$ cat src/rtl/speed_stepper.sv
// speed_stepper
//   Turns the 3-bit speed code from the divider chain into clk-synchronous
//   motion. The raw code is synchronised and de-glitched into "level". A step
//   timer then emits a one-cycle "step" pulse every (BASE_PERIOD >> level)
//   cycles, and each step advances a position counter for downstream logic.
//
// Ports
//   clk        in   1      system clock, rising edge
//   reset      in   1      asynchronous, active-low reset
//   speed_raw  in   3      speed code, asynchronous to clk, bits may skew
//   enable     in   1      1 = run step timer, 0 = pause (count is held)
//   load       in   1      one-cycle strobe: force pos to load_pos
//   load_pos   in   POS_W  position applied on load, clamped to POS_MAX
//   level      out  3      synchronised, filtered speed level
//   step       out  1      one-cycle pulse per elapsed step period
//   pos        out  POS_W  current position, 0..POS_MAX
//   wrap       out  1      one-cycle pulse with the step that wraps/reverses pos
//
// Configuration
//   SPEED_STEPPER_BOUNCE_EN : when defined, pos ping-pongs between 0 and
//   POS_MAX under an internal direction bit; otherwise pos wraps modulo
//   POS_MAX+1 and there is no direction state.

module speed_stepper #(
  parameter int CNT_W       = 24,
  parameter int BASE_PERIOD = 1_000_000,
  parameter int POS_W       = 4,
  parameter int POS_MAX     = 15
) (
  input  logic             clk,
  input  logic             reset,
  input  logic [2:0]       speed_raw,
  input  logic             enable,
  input  logic             load,
  input  logic [POS_W-1:0] load_pos,
  output logic [2:0]       level,
  output logic             step,
  output logic [POS_W-1:0] pos,
  output logic             wrap
);

  typedef enum logic [0:0] {
    IDLE = 1'b0,
    RUN  = 1'b1
  } state_t;

  localparam logic [CNT_W-1:0] BASE_C    = CNT_W'(BASE_PERIOD);
  localparam logic [CNT_W-1:0] CNT_ONE   = CNT_W'(1);
  localparam logic [CNT_W-1:0] CNT_ZERO  = {CNT_W{1'b0}};
  localparam logic [POS_W-1:0] POS_MAX_C = POS_W'(POS_MAX);
  localparam logic [POS_W-1:0] POS_ONE   = POS_W'(1);
  localparam logic [POS_W-1:0] POS_ZERO  = {POS_W{1'b0}};

  logic [2:0]       s1_q, s1_d, s2_q, s2_d, s2_dly_q, s2_dly_d;
  logic [2:0]       level_q, level_d;
  state_t           state_q, state_d;
  logic [CNT_W-1:0] cnt_q, cnt_d;
  logic             step_q, step_d;
  logic             wrap_q, wrap_d;
  logic [POS_W-1:0] pos_q, pos_d;
  logic [CNT_W-1:0] period_raw_s, period_s, period_m1_s;
  logic             level_upd_s;
  logic             step_due_s;
`ifdef SPEED_STEPPER_BOUNCE_EN
  logic             dir_q, dir_d;   // 0 = counting up, 1 = counting down
`endif

  // Step period for the current level; levels that shift BASE_PERIOD to zero clamp to 1.
  always_comb begin
    period_raw_s = BASE_C >> level_q;
    if (period_raw_s == CNT_ZERO) begin
      period_s = CNT_ONE;
    end else begin
      period_s = period_raw_s;
    end
    period_m1_s = period_s - CNT_ONE;
  end

  // Next-state logic: synchroniser, level filter, step timer FSM and position.
  always_comb begin
    s1_d     = speed_raw;
    s2_d     = s1_q;
    s2_dly_d = s2_q;

    // Accept a new level only once s2 has held the same value for two samples.
    level_upd_s = (s2_q == s2_dly_q) && (s2_q != level_q);
    if (level_upd_s) begin
      level_d = s2_q;
    end else begin
      level_d = level_q;
    end

    state_d    = state_q;
    cnt_d      = cnt_q;
    step_due_s = 1'b0;
    step_d     = 1'b0;
    wrap_d     = 1'b0;
    pos_d      = pos_q;
`ifdef SPEED_STEPPER_BOUNCE_EN
    dir_d      = dir_q;
`endif

    case (state_q)
      IDLE: begin
        if (enable) begin
          state_d = RUN;
        end else begin
          state_d = IDLE;
        end
      end
      RUN: begin
        if (!enable) begin
          // Pause keeps cnt so the period resumes where it stopped.
          state_d = IDLE;
        end else if (cnt_q >= period_m1_s) begin
          // ">=" also catches a period that shrank below the running count.
          step_due_s = 1'b1;
          cnt_d      = CNT_ZERO;
        end else begin
          cnt_d = cnt_q + CNT_ONE;
        end
      end
      default: begin
        state_d = IDLE;
      end
    endcase

    // load beats a level change, which beats a due step.
    if (load) begin
      cnt_d = CNT_ZERO;
      if (load_pos > POS_MAX_C) begin
        pos_d = POS_MAX_C;
      end else begin
        pos_d = load_pos;
      end
    end else if (level_upd_s) begin
      cnt_d = CNT_ZERO;
    end else if (step_due_s) begin
      step_d = 1'b1;
`ifdef SPEED_STEPPER_BOUNCE_EN
      if (!dir_q) begin
        if (pos_q >= POS_MAX_C) begin
          pos_d  = POS_MAX_C - POS_ONE;
          dir_d  = 1'b1;
          wrap_d = 1'b1;
        end else begin
          pos_d = pos_q + POS_ONE;
        end
      end else begin
        if (pos_q == POS_ZERO) begin
          pos_d  = POS_ONE;
          dir_d  = 1'b0;
          wrap_d = 1'b1;
        end else begin
          pos_d = pos_q - POS_ONE;
        end
      end
`else
      if (pos_q >= POS_MAX_C) begin
        pos_d  = POS_ZERO;
        wrap_d = 1'b1;
      end else begin
        pos_d = pos_q + POS_ONE;
      end
`endif
    end else begin
      cnt_d = cnt_d;
    end
  end

  // State registers; reset clears everything at once, so no step can trail it.
  always_ff @(posedge clk or negedge reset) begin
    if (!reset) begin
      s1_q     <= 3'd0;
      s2_q     <= 3'd0;
      s2_dly_q <= 3'd0;
      level_q  <= 3'd0;
      state_q  <= IDLE;
      cnt_q    <= CNT_ZERO;
      step_q   <= 1'b0;
      wrap_q   <= 1'b0;
      pos_q    <= POS_ZERO;
`ifdef SPEED_STEPPER_BOUNCE_EN
      dir_q    <= 1'b0;
`endif
    end else begin
      s1_q     <= s1_d;
      s2_q     <= s2_d;
      s2_dly_q <= s2_dly_d;
      level_q  <= level_d;
      state_q  <= state_d;
      cnt_q    <= cnt_d;
      step_q   <= step_d;
      wrap_q   <= wrap_d;
      pos_q    <= pos_d;
`ifdef SPEED_STEPPER_BOUNCE_EN
      dir_q    <= dir_d;
`endif
    end
  end

  assign level = level_q;
  assign step  = step_q;
  assign pos   = pos_q;
  assign wrap  = wrap_q;

endmodule
$ cat config.mk
export PLATFORM = sky130hd
export DESIGN_NAME = speed_stepper
export DESIGN_NICKNAME = d
export VERILOG_FILES = /design/src/rtl/speed_stepper.sv
export SDC_FILE = /design/constraint.sdc
export NUM_CORES = 1
export LEC_CHECK = 0
export BUFFER_PORTS_ARGS = -buffer_cell sky130_fd_sc_hd__buf_4
export CORE_MARGIN = 2
export CORE_UTILIZATION = 55
export CTS_CLUSTER_DIAMETER = 100
export DETAILED_ROUTE_END_ITERATION = 7
export PLACE_DENSITY_LB_ADDON = 0.15
export SYNTH_ARGS = -nofsm -noshare
export SYNTH_HDL_FRONTEND = slang
export SYNTH_SLANG_ARGS = --single-unit
$ cat constraint.sdc
create_clock -name clk -period 3.9 [get_ports clk]
set_clock_uncertainty 0.15 [all_clocks]
set_input_delay 1.17 -clock clk [delete_from_list [all_inputs] [get_ports clk]]
set_output_delay 1.17 -clock clk [all_outputs]
set_load 0.02 [all_outputs]
==> flow_metrics.py, run 1 <==
metrics = {
    "timing": {
        "fmax_mhz": 264,
        "worstMarginPinSlew_ns": 0.686,
        "slew_headroom_pct": 54.3,
        "setup_viol_count_final": 0,
        "timing.final.crit_share_pct": 97.1,
        "finalCriticalPeriod_ns": 3.79,
        "maxSlewViolCount": 0,
        "holdWs_ns": 0.205,
        "hold_viol_final": 0,
    },
    "min_path": {
        "hold_path_class": "register to register",
    },
    "global_routing": {
        "track_usage_pct": 25.0,
        "grt_overflow": 0,
        "grt_max_degree": 44,
        "top_usage_layer": "met2",
        "met2_usage_pct": 42.0,
        "grt_use_met1_pct": 33.7,
        "grt_pass1_vias": 2622,
        "grt_pass1_wl_um": 12400,
        "antenna_found_initial": 0,
        "met3_usage_pct": 4.07,
    },
    "synth": {
        "syn_area_per_cell_um2": 8.68,
        "yosysUniqueCellTypes": 58,
        "syn-num-nets": 401,
        "async_reset_ff_share_pct": 100,
        "synth_area_leader_cell": "dfrtp_1",
        "synthCells": 361,
        "synthTopCellsByCount": "nand2_1, dfrtp_1, ha_1, nor2_1",
        "synth_most_common_cell": "nand2_1",
        "yosys_warnings": 0,
        "synth.top_cell.area_share_pct": 34.3,
        "synth_seq_cells": 43,
        "synth_flop_cell": "dfrtp_1",
        "synth-edff-count": 0,
        "yosysSeqAreaShare_pct": 34.3,
        "synthesis.area_mm2": 0.00313,
        "synth_area_leaders": "dfrtp_1, ha_1, nand2_1",
    },
    "routing": {
        "drtAntennaViolNets": 0,
        "wl_per_cell_um": 16.2,
        "route.vias.total": 2838,
        "dr.pass1.iters": 5,
        "wl_um": 7630,
        "drc": 0,
        "initialDrtViolationCount": 206,
        "routed_via_density": 6.04,
    },
    "floorplan": {
        "io_pins": 20,
        "dieArea_mm2": 0.00632,
        "fp-row-count": 27,
        "coreArea_mm2": 0.00551,
        "die_h_um": 79.5,
        "die_w_um": 79.5,
        "initial_utilization_pct": 56.9,
    },
    "critical_path": {
        "crit_type": "register to register",
        "cp-start-kind": "register",
        "cp-end-kind": "register",
        "cp_num_buf_inv": 2,
        "cpPeakStageDelay_ns": 0.43,
        "worstPathCellList": "inv_2 -> buf_6 -> ha_4 -> nor3_4 -> a21oi_2 -> nor4b_4 -> nand4b_1 -> xnor2_1 -> a21boi_1 -> ha_1 -> a21oi_2 -> o21ai_2 -> a211o_1 -> or3_4 -> nor3_4 -> o2bb2ai_1",
        "worst_path_max_delay_cell": "dfrtp_2",
        "cp_max_fo": 5,
        "path_delay_family": "simple AND/OR/NAND/NOR gates",
        "arrival_ns": 3.86,
        "crit_required_ns": 3.97,
    },
    "final_layout": {
        "antenna_cells": 0,
        "finalNonFillerCells": 470,
        "nets": 437,
        "areaGrowthSynthToFinish_pct": 19.4,
        "final_util_pct": 67.9,
        "fillers": 441,
        "drive_above_1_share_pct": 22.9,
    },
    "clocking": {
        "cts-buffers-inserted": 5,
        "cts_tree": "done",
        "cts.htree.levels": 2,
        "cts_hold_buf": 0,
        "root_buffer": "clkbuf_8",
        "clk_pin_slew_ns": 0.08,
        "clock_sinks": 43,
        "cts.path.max_buffers": 2,
        "clock_latency_ns": 0.31,
    },
    "power_and_ir_drop": {
        "p_leak_uw": 0.00162,
        "powerDensity_mw_per_mm2": 444,
        "vdd_drop_max_v": 0.000363,
        "p_total_uw": 1660,
    },
    "placement": {
        "gp_congestion": 0.827,
        "dp_cells": 458,
        "hpwl_um": 5540,
        "portBuffers": 19,
    },
    "status": {
        "outcome": "completed",
    },
    "job": {
        "maxCapViolCount": 0,
    },
}
power by group:
group          leakage, uW  total [uW]  internal, uW  switching, uW
registers         0.000561         499           466           32.7
clock network    0.0000548         362           193            169
logic              0.00101         801           359            443
total              0.00162        1660          1020            644
layer usage:
| layer | vias up | routed length, um |
|---|---|---|
| met5 | - | 0 |
| met3 | 9 | 293 |
| met2 | 57 | 3710 |
| met1 | 1374 | 3530 |
| met4 | 0 | 104 |
| li1 | 1398 | - |
logic make-up (layout without fill, tap and decap cells):
logic type      Yosys count  in the layout  synth area share, %
compound gates           93             93                 20.0
simple gates            146            146                 24.7
mux                       6              6                 1.92
xor+xnor                 12             12                 3.35
buf+inv                  32             69                 4.15
flops                    43             43                 34.3
fa+ha+maj                29             29                 11.6
worst paths after layout:
kind	start	to	slack, ns	depth (start not counted)
max	level[1]	cnt_q[13]	0.11	16
min	s1_q[1]	s2_dly_d[1]	0.20	0
max reg2reg	level[1]	cnt_q[13]	0.11	16
min reg2reg	s1_q[1]	s2_dly_d[1]	0.20	0
max in group asynchronous	reset	level[1]	2.51	1
min in group asynchronous	reset	cnt_q[23]	0.69	1
worst reg2reg max path: cells and delay by family, from the launching register on:
family	cells	cell delay, ns
adder cells (fa/ha/maj)	2	0.50
XOR/XNOR	1	0.18
AO/OA/AOI/OAI	6	0.93
buffers and inverters	2	0.21
flip-flops	1	0.43
AND/OR/NAND/NOR	5	1.31
cell type report:
| cell class | instances | area (um2) | area share (%) |
|---|---|---|---|
| Clock buffer | 5 | 68.8 | 1.84 |
| Clock inverter | 3 | 46.3 | 1.24 |
| Inverter | 17 | 66.3 | 1.77 |
| Multi-Input combinational cell | 286 | 2050 | 54.9 |
| Sequential cell | 43 | 1080 | 28.8 |
| Tap cell | 72 | 90.1 | 2.41 |
| Timing Repair Buffer | 44 | 338 | 9.03 |
flip-flops by register name, summed over array words and instances, names as in the netlist:
signal / count
cnt_q: 24
level: 3
pos: 4
s1_q: 3
s2_dly_d: 3
s2_dly_q: 3
state_q: 1
step: 1
wrap: 1
what timing repair did:
item	CTS	global route
cloned	0	0
endpoints found under the setup margin	2	27
buffers inserted	0	4
endpoints found under the hold margin	0	0
pin swaps	0	15
gates resized for setup	1	31
through the flow:
| stage | setup TNS, ns | instance area (um2) | worst slack [ns] |
|---|---|---|---|
| after floorplan | 0 | 3160 | 0.00111 |
| after global placement | 0 | 3480 | 0.0393 |
| after detailed placement | 0 | 3480 | 0.0117 |
| after CTS | 0 | 3600 | 0.0187 |
| after global routing | -0.248 | 3740 | -0.0755 |
| final | 0 | 3740 | 0.112 |
cell usage in the layout, fill, tap and decap left out, drive strengths merged, types with 2 or more instances in the layout:
master and instances:
and2 5, mux2i 6, buf 44, a211o 2, a22o 2, nand4b 2, nor2 27, nand3 19
or3 4, and4 2, a21boi 3, dfrtp 43, a31oi 11, a211oi 3, nand4 10, xnor2 8
a32oi 2, a21oi 19, ha 29, o22ai 3, nor2b 4, or2 3, o211ai 6, clkbuf 5
nor3 10, and3 3, xor2 4, or4 2, o2bb2ai 2, inv 18, nand2 45, o21ai 22
nor3b 3, o31ai 4, a32o 3, nor4 4
Power figures use the tool's default switching activity.
==> run 2: changes to the inputs <==
CORE_ASPECT_RATIO = 0.7   (was default)
==> flow_metrics.py, run 2 (synthesis results as in run 1) <==
metrics = {
    "final_layout": {
        "final_cell_mix": "buf_4, nand2_1, dfrtp_1",
        "final_util_pct": 70.0,
        "largest_register_ffs": 24,
        "areaGrowthSynthToFinish_pct": 19.9,
        "layout_commonest_cell": "buf_4",
        "nets": 440,
        "antenna_cells": 0,
        "fillers": 426,
        "drive_above_1_share_pct": 24.2,
        "multi_input_area_mm2": 0.00206,
        "design_area_mm2": 0.00376,
        "finalNonFillerCells": 473,
        "seqCellArea_mm2": 0.00108,
        "largest-register": "cnt_q",
    },
    "floorplan": {
        "fp-row-count": 22,
        "die_h_um": 67.1,
        "dieArea_mm2": 0.00633,
        "coreArea_mm2": 0.00537,
        "initial_utilization_pct": 58.4,
        "die_w_um": 94.2,
        "io_pins": 20,
    },
    "power_and_ir_drop": {
        "p_leak_uw": 0.00165,
        "p_sw_uw": 657,
        "vdd_drop_max_v": 0.000225,
        "p_seq_share_pct": 30.3,
        "p_int_uw": 995,
        "pwr-share-comb_pct": 50.3,
        "swShare_pct": 39.8,
        "p_clk_share_pct": 19.4,
        "powerDensity_mw_per_mm2": 440,
    },
    "global_routing": {
        "grt_pass1_wl_um": 13200,
        "grt_max_degree": 44,
        "grt_overflow": 0,
        "antenna_found_initial": 0,
        "grt_pass1_vias": 2635,
        "track_usage_pct": 27.3,
    },
    "critical_path": {
        "cpPeakStageDelay_ns": 0.48,
        "worst_path_max_delay_cell": "or3_4",
        "worstPathCellList": "inv_2 -> buf_4 -> ha_1 -> a21oi_2 -> nor4b_4 -> nand4b_1 -> xnor2_1 -> a21boi_1 -> ha_1 -> a21oi_2 -> o21ai_1 -> a211o_1 -> or3_4 -> nor3_4 -> a22o_1",
        "cp-start-kind": "register",
        "cp_max_fo": 5,
        "cp-end-kind": "register",
        "crit_type": "register to register",
        "arrival_ns": 3.95,
        "crit_required_ns": 3.98,
    },
    "min_path": {
        "hold_path_class": "register to register",
    },
    "clocking": {
        "cts_hold_buf": 0,
        "clock_latency_ns": 0.30,
        "clock_sinks": 43,
        "cts.path.max_buffers": 2,
        "cts-buffers-inserted": 5,
        "clk_pin_slew_ns": 0.09,
        "cts_tree": "done",
        "root_buffer": "clkbuf_8",
        "cts.htree.levels": 2,
    },
    "timing": {
        "timing.final.crit_share_pct": 99.2,
        "hold_viol_final": 0,
        "setup_viol_count_final": 0,
        "finalCriticalPeriod_ns": 3.87,
        "holdWs_ns": 0.208,
        "maxSlewViolCount": 0,
        "worstMarginPinSlew_ns": 0.686,
        "slew_headroom_pct": 54.0,
        "rsz0062_at_grt": "true",
        "tns_ns": 0,
        "fmax_mhz": 258,
    },
    "routing": {
        "routed_via_density": 6.24,
        "drtAntennaViolNets": 0,
        "wl_per_cell_um": 17.3,
        "wl_met3_um": 753,
        "dr.pass1.iters": 5,
        "route.vias.total": 2952,
        "met1_length_um": 3890,
        "drc": 0,
        "wl_um": 8200,
        "top_layer": "met4",
        "initialDrtViolationCount": 313,
        "wl_met2_um": 3440,
    },
    "status": {
        "outcome": "completed",
    },
    "placement": {
        "portBuffers": 19,
        "dp_cells": 461,
        "hpwl_um": 5960,
        "placed_area_mm2": 0.00351,
        "gp_congestion": 0.918,
    },
    "job": {
        "maxCapViolCount": 0,
    },
}
==> run 2: cell count changes in the layout (fill, tap and decap cells not counted), sizes merged <==
cell    delta
bufinv     -1
inv        -1
buf        +3
clkbuf     +2
==> run 2: per-stage QoR <==
step           setup WS (ns)  total power [uW]
6_report              0.0296              1650
4_1_cts               0.0176              1560
5_1_grt              -0.0660              1770
2_1_floorplan        0.00111               994
3_3_place_gp          0.0412              1210
3_5_place_dp         -0.0232              1220
==> run 2: final timing paths <==
kind,from,end,slack [ns],cells past startpoint
setup reg to reg,level[1],cnt_q[6],0.03,15
setup / recovery,level[1],cnt_q[6],0.03,15
max in group asynchronous,reset,level[1],2.50,1
min in group asynchronous,reset,cnt_q[15],0.70,1
hold reg to reg,s1_q[1],s2_dly_d[1],0.21,0
hold / removal,s1_q[1],s2_dly_d[1],0.21,0
==> run 2: cell type report <==
type	instances	area share [%]
inverter	17	1.70
multi-input combinational	286	54.7
clock inverter	1	0.200
timing repair buffer	47	9.72
tap	72	2.40
clock buffer	7	2.56
sequential	43	28.7
==> run 2: what timing repair did <==
action,4_1_cts,5_1_grt
resized for setup,1,30
buffers inserted,0,4
pin swaps,0,10
endpoints found under the setup margin,7,27
==> run 2: power groups by stage <==
stage	Sequential, uW	Clock, uW	Combinational, uW
after CTS	496	328	734
after floorplan	514	0	479
final	500	321	831
after global routing	503	348	924
after global placement	504	0	705
after detailed placement	505	0	720
==> run 2: critical path, delay by kind of cell (launching register included) <==
kind	cells	cell delay [ns]
adders and majority gates	2	0.65
buffers and inverters	2	0.22
DFF	1	0.42
and+or+nand+nor	4	1.20
xor gates and xnor gates	1	0.18
AOI/OAI and AO/OA	6	0.98
==> run 2: per-layer routing <==
layer	vias up	track usage, %
met5	-	0
met4	0	5.07
met3	14	5.92
met2	129	39.0
met1	1399	42.6
li1	1410	-
